`config.mk`:
```
export PLATFORM = sky130hd
export DESIGN_NAME = seq_datapath
export DESIGN_NICKNAME = d
export VERILOG_FILES = /design/src/rtl/datapath_pkg.sv /design/src/rtl/seq_alu.sv /design/src/rtl/seq_datapath.sv
export SDC_FILE = /design/constraint.sdc
export NUM_CORES = 2
export LEC_CHECK = 0
export CORE_ASPECT_RATIO = 1.4
export CORE_MARGIN = 5
export CORE_UTILIZATION = 60
export CTS_CLUSTER_SIZE = 14
export DETAILED_ROUTE_END_ITERATION = 8
export HOLD_SLACK_MARGIN = 0.03
export PLACE_DENSITY = 0.89
export SLEW_MARGIN = 10
export SYNTH_ARGS = -nofsm -noshare
export SYNTH_HDL_FRONTEND = slang
export SYNTH_SLANG_ARGS = --single-unit
```
`constraint.sdc`:
```
create_clock -name clock -period 7.7 [get_ports clock]
set_input_delay 0.77 -clock clock [delete_from_list [all_inputs] [get_ports clock]]
set_output_delay 0.77 -clock clock [all_outputs]
set_load 0.05 [all_outputs]
```
`src/rtl/datapath_pkg.sv`:
```
// rtl/datapath_pkg.sv - shared opcodes, FSM states and IR field positions for seq_datapath
//
// Purpose: common definitions imported by seq_datapath and seq_alu.
// Contents: opcode localparams, instruction field bit positions, the
//           sequencer state enum and an opcode-legality helper.
package datapath_pkg;

  localparam logic [4:0] OP_ADD = 5'b00011;
  localparam logic [4:0] OP_SUB = 5'b00100;
  localparam logic [4:0] OP_AND = 5'b00101;
  localparam logic [4:0] OP_OR  = 5'b00110;
  localparam logic [4:0] OP_SHL = 5'b00111;

  localparam int OP_HI = 31;
  localparam int OP_LO = 27;
  localparam int RA_HI = 26;
  localparam int RA_LO = 23;
  localparam int RB_HI = 22;
  localparam int RB_LO = 19;
  localparam int RC_HI = 18;
  localparam int RC_LO = 15;

  typedef enum logic [2:0] {
    IDLE,
    LD_B,
    T1,
    T2,
    T3,
    T4
  } state_t;

  function automatic logic op_legal(input logic [4:0] op);
    return (op == OP_ADD) || (op == OP_SUB) || (op == OP_AND) ||
           (op == OP_OR)  || (op == OP_SHL);
  endfunction

endpackage

```
`src/rtl/seq_alu.sv`:
```
// rtl/seq_alu.sv - combinational ALU for the sequenced datapath
//
// Purpose: result = op(a, b), arithmetic modulo 2^DATA_W, no flags.
// Ports:
//   op      in   5       opcode (IR[31:27])
//   a       in   DATA_W  first operand (Y register)
//   b       in   DATA_W  second operand (R[rc]); low $clog2(DATA_W) bits are the SHL amount
//   result  out  DATA_W  ALU result, 0 for opcodes outside the table
module seq_alu
  import datapath_pkg::*;
#(
  parameter int DATA_W = 32
) (
  input  logic [4:0]        op,
  input  logic [DATA_W-1:0] a,
  input  logic [DATA_W-1:0] b,
  output logic [DATA_W-1:0] result
);

  localparam int SH_W = $clog2(DATA_W);

  always_comb begin
    result = '0;
    case (op)
      OP_ADD:  result = a + b;
      OP_SUB:  result = a - b;
      OP_AND:  result = a & b;
      OP_OR:   result = a | b;
      OP_SHL:  result = a << b[SH_W-1:0];
      default: result = '0;
    endcase
  end

endmodule

```
`src/rtl/seq_datapath.sv`:
```
// rtl/seq_datapath.sv - register-file datapath with a T0..T4 micro-sequencer
//
// Purpose: N x W register file plus MDR/IR/Y/Z staging registers. Register
//          loads and 3-register ALU instructions arrive over valid/ready
//          handshakes and are sequenced by an internal FSM.
// Build option: define R0_ZERO_EN to make R0 read as zero and drop writes to it.
// Ports:
//   clock        in   1       system clock, rising edge
//   clear        in   1       asynchronous active-low reset
//   ld_valid     in   1       register-load request
//   ld_ready     out  1       high in IDLE
//   ld_reg       in   REG_AW  load destination index
//   ld_data      in   DATA_W  load value
//   instr_valid  in   1       instruction request
//   instr_ready  out  1       high in IDLE
//   instr        in   32      [31:27]=op [26:23]=ra [22:19]=rb [18:15]=rc
//   done         out  1       one-cycle pulse after the result write
//   err          out  1       one-cycle pulse on a rejected instruction or load
//   busy         out  1       high outside IDLE
//   rd_reg       in   REG_AW  debug read index
//   rd_data      out  DATA_W  registered R[rd_reg]
module seq_datapath
  import datapath_pkg::*;
#(
  parameter  int DATA_W   = 32,
  parameter  int NUM_REGS = 16,
  localparam int REG_AW   = $clog2(NUM_REGS)
) (
  input  logic              clock,
  input  logic              clear,
  input  logic              ld_valid,
  output logic              ld_ready,
  input  logic [REG_AW-1:0] ld_reg,
  input  logic [DATA_W-1:0] ld_data,
  input  logic              instr_valid,
  output logic              instr_ready,
  input  logic [31:0]       instr,
  output logic              done,
  output logic              err,
  output logic              busy,
  input  logic [REG_AW-1:0] rd_reg,
  output logic [DATA_W-1:0] rd_data
);

  // MDR carries both load data and whole instructions, so it is never narrower than 32.
  localparam int         MDR_W = (DATA_W > 32) ? DATA_W : 32;
  localparam logic [4:0] NREGS = 5'(NUM_REGS);

  state_t            state, state_nx;
  logic [DATA_W-1:0] regs [NUM_REGS];
  logic [MDR_W-1:0]  mdr;
  logic [31:15]      ir;
  logic [DATA_W-1:0] y, z;
  logic [REG_AW-1:0] ld_idx;

  logic [4:0]        op;
  logic [3:0]        ra, rb, rc;
  logic              illegal;
  logic [DATA_W-1:0] rb_data, rc_data, alu_res;
  logic              wr_en;
  logic [3:0]        wr_idx;
  logic [DATA_W-1:0] wr_val;

  function automatic logic idx_ok(input logic [3:0] idx);
    return {1'b0, idx} < NREGS;
  endfunction

  function automatic logic [DATA_W-1:0] rf_read(input logic [3:0] idx);
    logic [DATA_W-1:0] v;
    v = '0;
    if (idx_ok(idx)) v = regs[idx[REG_AW-1:0]];
`ifdef R0_ZERO_EN
    if (idx == 4'd0) v = '0;
`endif
    return v;
  endfunction

  assign op          = ir[OP_HI:OP_LO];
  assign ra          = ir[RA_HI:RA_LO];
  assign rb          = ir[RB_HI:RB_LO];
  assign rc          = ir[RC_HI:RC_LO];
  assign illegal     = !op_legal(op) || !idx_ok(ra) || !idx_ok(rb) || !idx_ok(rc);
  assign rb_data     = rf_read(rb);
  assign rc_data     = rf_read(rc);

  assign ld_ready    = (state == IDLE);
  assign instr_ready = (state == IDLE);
  assign busy        = (state != IDLE);

  seq_alu #(.DATA_W(DATA_W)) u_alu (
    .op     (op),
    .a      (y),
    .b      (rc_data),
    .result (alu_res)
  );

  // Single register-file write port shared by LD_B and T4; out-of-range
  // (and, with R0_ZERO_EN, R0) destinations are silently dropped.
  always_comb begin
    wr_en  = 1'b0;
    wr_idx = '0;
    wr_val = '0;
    case (state)
      LD_B: begin
        wr_en  = 1'b1;
        wr_idx = 4'(ld_idx);
        wr_val = mdr[DATA_W-1:0];
      end
      T4: begin
        wr_en  = 1'b1;
        wr_idx = ra;
        wr_val = z;
      end
      default: ;
    endcase
    if (!idx_ok(wr_idx)) wr_en = 1'b0;
`ifdef R0_ZERO_EN
    if (wr_idx == 4'd0) wr_en = 1'b0;
`endif
  end

  always_ff @(posedge clock or negedge clear) begin
    if (!clear) state <= IDLE;
    else        state <= state_nx;
  end

  // Load has priority over an instruction offered in the same IDLE cycle.
  always_comb begin
    state_nx = state;
    case (state)
      IDLE: begin
        if (ld_valid)         state_nx = LD_B;
        else if (instr_valid) state_nx = T1;
      end
      LD_B:    state_nx = IDLE;
      T1:      state_nx = T2;
      T2:      state_nx = illegal ? IDLE : T3;
      T3:      state_nx = T4;
      T4:      state_nx = IDLE;
      default: state_nx = IDLE;
    endcase
  end

  always_ff @(posedge clock or negedge clear) begin
    if (!clear) begin
      for (int i = 0; i < NUM_REGS; i++) regs[i] <= '0;
      mdr     <= '0;
      ir      <= '0;
      y       <= '0;
      z       <= '0;
      ld_idx  <= '0;
      rd_data <= '0;
      done    <= 1'b0;
      err     <= 1'b0;
    end else begin
      done    <= (state == T4);
      err     <= ((state == T2) && illegal) || ((state == LD_B) && !idx_ok(4'(ld_idx)));
      rd_data <= rf_read(4'(rd_reg));
      if (wr_en) regs[wr_idx[REG_AW-1:0]] <= wr_val;
      case (state)
        IDLE: begin
          if (ld_valid) begin
            mdr    <= MDR_W'(ld_data);
            ld_idx <= ld_reg;
          end else if (instr_valid) begin
            mdr    <= MDR_W'(instr);
          end
        end
        T1:      ir <= mdr[31:15];
        T2:      y  <= rb_data;
        T3:      z  <= alu_res;
        default: ;
      endcase
    end
  end

endmodule

```
# [Word-level counts from Yosys, hierarchy flattened]
# Cells that the tools add are included.
# W data, S select, Z words.
[totals] regBits=666 input_bits=76 output_inout_bits=37 elab_cells=85
[op_classes] add_sub_neg=2 order_cmp=5 n_eq_ne=11 shifts=1 n_mux=22 bitwise_logic=6 reduce_logical=13
[ops] cell="$bwmux W512" count=1
[ops] cell="$bmux W32 S4" count=3
[ops] cell="$mux W32" count=9
[ops] cell="$pmux W32 S5" count=1
[ops] cell="$demux W32 S4" count=1
[ops] cell="$pmux W32 S2" count=1
[ops] cell="$add A32 B32 Y32" count=1
[ops] cell="$and A32 B32 Y32" count=1
[ops] cell="$or A32 B32 Y32" count=1
[ops] cell="$shl A32 B5 Y32" count=1
[ops] cell="$sub A32 B32 Y32" count=1
[ops] cell="$eq A5 B3 Y1 const B" count=4
[ops] cell="$ge A5 B5 Y1 const B" count=4
[ops] cell="$not A4 Y5" count=4
[ops] cell="$pmux W3 S4" count=1
[ops] cell="$mux W3" count=3
[ops] cell="$pmux W4 S2" count=1
[ops] cell="$eq A3 B2 Y1 const B" count=2
[ops] cell="$eq A3 B3 Y1 const B" count=2
[ops] cell="$eq A5 B2 Y1 const B" count=1
[ops] cell="$lt A5 B1 Y1 const B" count=1
[ops] cell="$logic_or A1 B1 Y1" count=4
[ops] cell="$reduce_and A2 Y1" count=2
[ops] cell="$eq A3 B1 Y1 const B" count=1
[ops] cell="other kinds (8)" count=9

# [Longest topological paths before layout]
[logic_depth] depth_word=8 depth_mapped=27 ltp_nobuf=23

# [By module]
# A second synthesis with hierarchy kept.
[hier_totals] cells_unflattened=3103 hier_area_um2=41521.1
[modules_own_cells] module="seq_datapath" instances=1 cells_each=2403 area_each_um2=36586.3 seq_area_each_um2=16666.0
[modules_own_cells] module="seq_alu" instances=1 cells_each=700 area_each_um2=4934.7 seq_area_each_um2=0.0

# [Worst setup path after synthesis]
# No wires, ideal clock.
[synth_timing] path_type="register to register" from="reg ir[15] in the netlist's numbering" to="reg z[31]" setup_ns=0.080 arrival_time_ns=5.798 required_time_ns=7.620 path_slack_ns=1.822 path_stages_with_launch=27 n_path_buf=5 synth_period_minus_slack_ns=5.878 path_cell_list="dfrtp_1 > buf_6 > buf_8 > mux4_1 > a22oi_1 > and2_1 > clkbuf_1 > buf_1 > clkbuf_1 > ha_1 > nand2_1 > or4_1 > inv_2 > nand3b_1 > o21ai_0 > xnor2_1 > ha_1 > and3_1 > and3_1 > a21oi_1 > a21o_1 > a31oi_1 > a211o_1 > o21ai_0 > o2bb2ai_1 > or4_1 > o211ai_2"
[synth_between] elab_chain_len=6 word_cells_on_any_way=10 cone_classes="2 x add/sub; 1 x shift; 4 x mux; 3 x bitwise"
[synth_lines] item="start, declared" line="seq_datapath.sv:52" source="logic [31:15] ir;"
[synth_lines] item="start signal, assigned" line="seq_datapath.sv:169" source="T1: ir <= mdr[31:15];"
[synth_lines] item="$not A4 Y5 (not written as such) *" line="seq_datapath.sv:71" source="if (idx_ok(idx)) v = regs[idx[REG_AW-1:0]];"
[synth_lines] item="$bmux W32 S4 *" line="seq_datapath.sv:71"
[synth_lines] item="$mux W32 (not written as such) * (2 in series)" line="seq_datapath.sv:71"
[synth_lines] item="$sub A32 B32 Y32 (tied with other cells)" line="seq_alu.sv:26" source="OP_SUB: result = a - b;"
[synth_lines] item="$pmux W32 S5 *" line="seq_alu.sv:24" source="case (op)"
[synth_lines] item="end signal, assigned" line="seq_datapath.sv:171" source="T3: z <= alu_res;"
[synth_lines] item="end, declared" line="seq_datapath.sv:53" source="logic [DATA_W-1:0] y, z;"
# Mark *: on every way between the ends. The rest lies on a longest branch, timed or not. The select of a mux whose other input is x is not followed.
# A chain may end at the register's enable or synchronous reset.

# [Worst setup path after layout]
[layout_timing] from="reg ir[18] in the netlist's numbering" to="reg z[28]"
# Same word-level chain as after synthesis.

==> flow_summary_export.csv <==
group,metric,value,unit
run_status,outcome,"complete, no violations",
floorplan,core-area,0.0676,sq mm
synthesis,synth.cell_area,0.0406,sq mm
global_routing,grt_pass1_vias,34800,
synthesis,synth_edf_count,0,
synthesis,synth_seq_cells,666,
floorplan,die_w,230,um
synthesis,synth_cells,3587,
critical_path,critPathMaxFanout,14,
floorplan,dieHeight,318,um
timing,clock_skew,0.0247,ns
timing,tns,0,ns
critical_path,max_stage_delay,0.84,ns
hold_path,hp-class,"input pin to asynchronous set/reset pin",
global_routing,grt_max_degree,173,
critical_path,worst_setup_path_start_kind,"register",
cts,insertion_delay,0.68,ns
timing,max_freq,149,MHz
place,place_congestion,1.02,
route,vias,33800,
synthesis,ys_seq_area_frac,0.410,
timing,period_share,0.874,
global_routing,antenna_found_initial,2,
timing,rsz0062_at_grt,"false",
critical_path,r2r_slack,0.97,ns
critical_path,cpMaxStageDelayCell,"dfrtp_1",
route,viasPerCell,7.65,
cts,cts_num_sinks,666,
final_layout,area_growth,8.89,%
critical_path,cp_cell_sequence,"mux2_2 -> a2bb2oi_1 -> a21oi_1 -> nor2_2 -> inv_1 -> ha_1 -> nand2_1 -> or4_1 -> o21ai_0 -> nand2_1 -> xnor2_1 -> ha_1 -> a21o_1 -> a21oi_1 -> o21ai_0 -> o41ai_1 -> o21a_1 -> o21bai_1 -> xnor2_1 -> o221ai_1 -> o21a_1",
critical_path,cp.arrival,7.29,ns
route,totalWireLength,136000,um
global_routing,grt_overflow,0,
global_routing,track_usage,0.367,
route,dr.pass1.iters,9,
timing,period_needed,6.73,ns
pwr,leakage,18.3,nW
final_layout,most-common-layout-cells,"dfrtp_1 (658), nand2_1 (632), o21ai_0 (549), mux4_2 (433), mux2i_1 (145)",
final_layout,final.fill_count,4662,
synthesis,synth_flop_cell,"dfrtp_1",
timing,finalSetupViolations,0,
critical_path,worstRegToRegCells,21,
place,place_hpwl,82300,um
final_layout,layout_commonest_cell,"dfrtp_1",
critical_path,critical-path-top-delay-family,"compound AO/OA/AOI/OAI gates",
synthesis,syn_nets,3699,
final_layout,fin_nets,3625,
global_routing,grt_pass1_wl,207000,um
synthesis,synth.avg_cell_area,11.3,sq um
synthesis,async_flop_share,1.00,
critical_path,worstPathRequired,8.26,ns
route,drt_iter0_drc,5183,
synthesis,ys_warn_count,0,
timing,finalHoldViolations,0,
timing,slew_violations,0,
floorplan,initial_core_util,0.601,
flow_run,maxCapViolCount,0,
critical_path,rr_startpoint,"ir[18]",
floorplan,io_pins,113,
cts,post_cts_buffers,0,
cts,cts_made_buffers,61,
route,postRouteAntennaNets,0,
place,port_buffers,112,
timing,max-slew-margin-rel,0.138,
cts,ctsResizeCount,0,
cts,ctsLongestPathBuffers,3,
critical_path,reg2reg_to,"z[28]",
cts,tritoncts,"yes",
route,avgRoutedWirePerCell,30.8,um
floorplan,dieArea,0.0731,sq mm
floorplan,rows,113,
place,dp_cells,4312,
synthesis,synth_cell_type_count,80,
cts,clk_pin_slew,0.07,ns
cts,hold_buffers,0,
timing,tightest_slew,1.29,ns
critical_path,path_buf_inv,1,
route,drc,0,
critical_path,worst_setup_path_end_kind,"register",
pwr,p_per_area,426,mW/mm^2
cts,cts_max_level,2,
final_layout,drive_gt1_frac,0.214,
final_layout,final_cells,4421,
pwr,ir_drop,253,uV
critical_path,criticalPathCategory,"register to register",
cts,cts-root-buf,"clkbuf_16",
cells in the mapped netlist (all sizes together), types with 10 or more instances:
master	n	area share
dfrtp	666	0.41
nand2	634	0.059
o21ai	552	0.068
mux4	442	0.25
clkbuf	248	0.023
mux2i	146	0.036
a21oi	119	0.015
nor2	113	0.010
mux2	97	0.027
buf	70	0.0098
inv	56	0.0052
a221oi	41	0.011
xnor2	36	0.0078
ha	35	0.011
a31oi	22	0.0034
xor2	20	0.0043
a21o	19	0.0035
a22oi	19	0.0035
nand3	19	0.0023
nor3	18	0.0022
o211ai	14	0.0027
a22o	12	0.0026
nand2b	12	0.0018
o22ai	12	0.0018
o21a	11	0.0020
and2	10	0.0015
layer usage:
metal / share of wire / global-route usage / vias to the layer above
met3: 0.14 / 0.105 / 1026
met5: 0 / 0 / -
met2: 0.45 / 0.558 / 3172
met4: 0.099 / 0.278 / 0
met1: 0.31 / 0.448 / 16300
li1: - / - / 13300
metrics by stage:
stage | cell area, sq um | setup slack [ns] | utilization | total power [mW] | hold WS (ns)
3_3_place_gp | 42200 | 1.13 | 0.625 | 14.9 | 0.460
6_report | 44300 | 0.972 | 0.655 | 18.9 | 0.172
3_5_place_dp | 42200 | 1.07 | 0.625 | 15.3 | 0.468
4_1_cts | 44300 | 1.05 | 0.655 | 18.5 | 0.231
5_1_grt | 44300 | 0.657 | 0.655 | 19.6 | 0.251
2_1_floorplan | 40600 | 1.82 | - | 12.4 | 0.444
sequential cells by signal, summed over array words and instances (netlist names):
name / cells
z: 32
ld_idx: 4
rd_data: 32
err: 1
done: 1
state: 3
ir: 17
mdr: 32
regs: 512
y: 32
worst max path at each step:
stage / start / to / slack, ns / cells after the start
2_1_floorplan: ir[15] / z[31] / 1.82 / 26
3_3_place_gp: ir[15] / z[28] / 1.13 / 20
3_5_place_dp: ir[18] / z[28] / 1.07 / 21
4_1_cts: ir[18] / z[28] / 1.05 / 21
5_1_grt: ir[18] / z[31] / 0.66 / 22
6_report: ir[18] / z[28] / 0.97 / 21
power breakdown:
group	switching, mW	internal (mW)
clock network	1.40	1.75
registers	1.50	4.61
logic	5.59	4.01
total	8.49	10.4
final cells by class:
class,count,area (sq um),area share
multi-input combinational,2547,22600,0.510
sequential,666,16700,0.377
clock buffer,81,1740,0.0394
timing repair buffer,181,1700,0.0383
tap,862,1080,0.0244
clock inverter,27,273,0.00616
inverter,56,210,0.00475
antenna,1,2.50,0.0000565
cell families (layout without fill, tap and decap cells):
| family | count (synthesis) | in the layout | share of synthesized area |
|---|---|---|---|
| AOI/OAI and AO/OA | 902 | 902 | 0.131 |
| xor gates and xnor gates | 56 | 56 | 0.0121 |
| adders and majority gates | 36 | 36 | 0.0113 |
| buffers and inverters | 374 | 345 | 0.0379 |
| DFF | 666 | 666 | 0.410 |
| muxes | 685 | 685 | 0.309 |
| other | 0 | 1 | 0 |
| and+or+nand+nor | 868 | 868 | 0.0887 |
No activity file was read; power rests on OpenSTA's default activity.
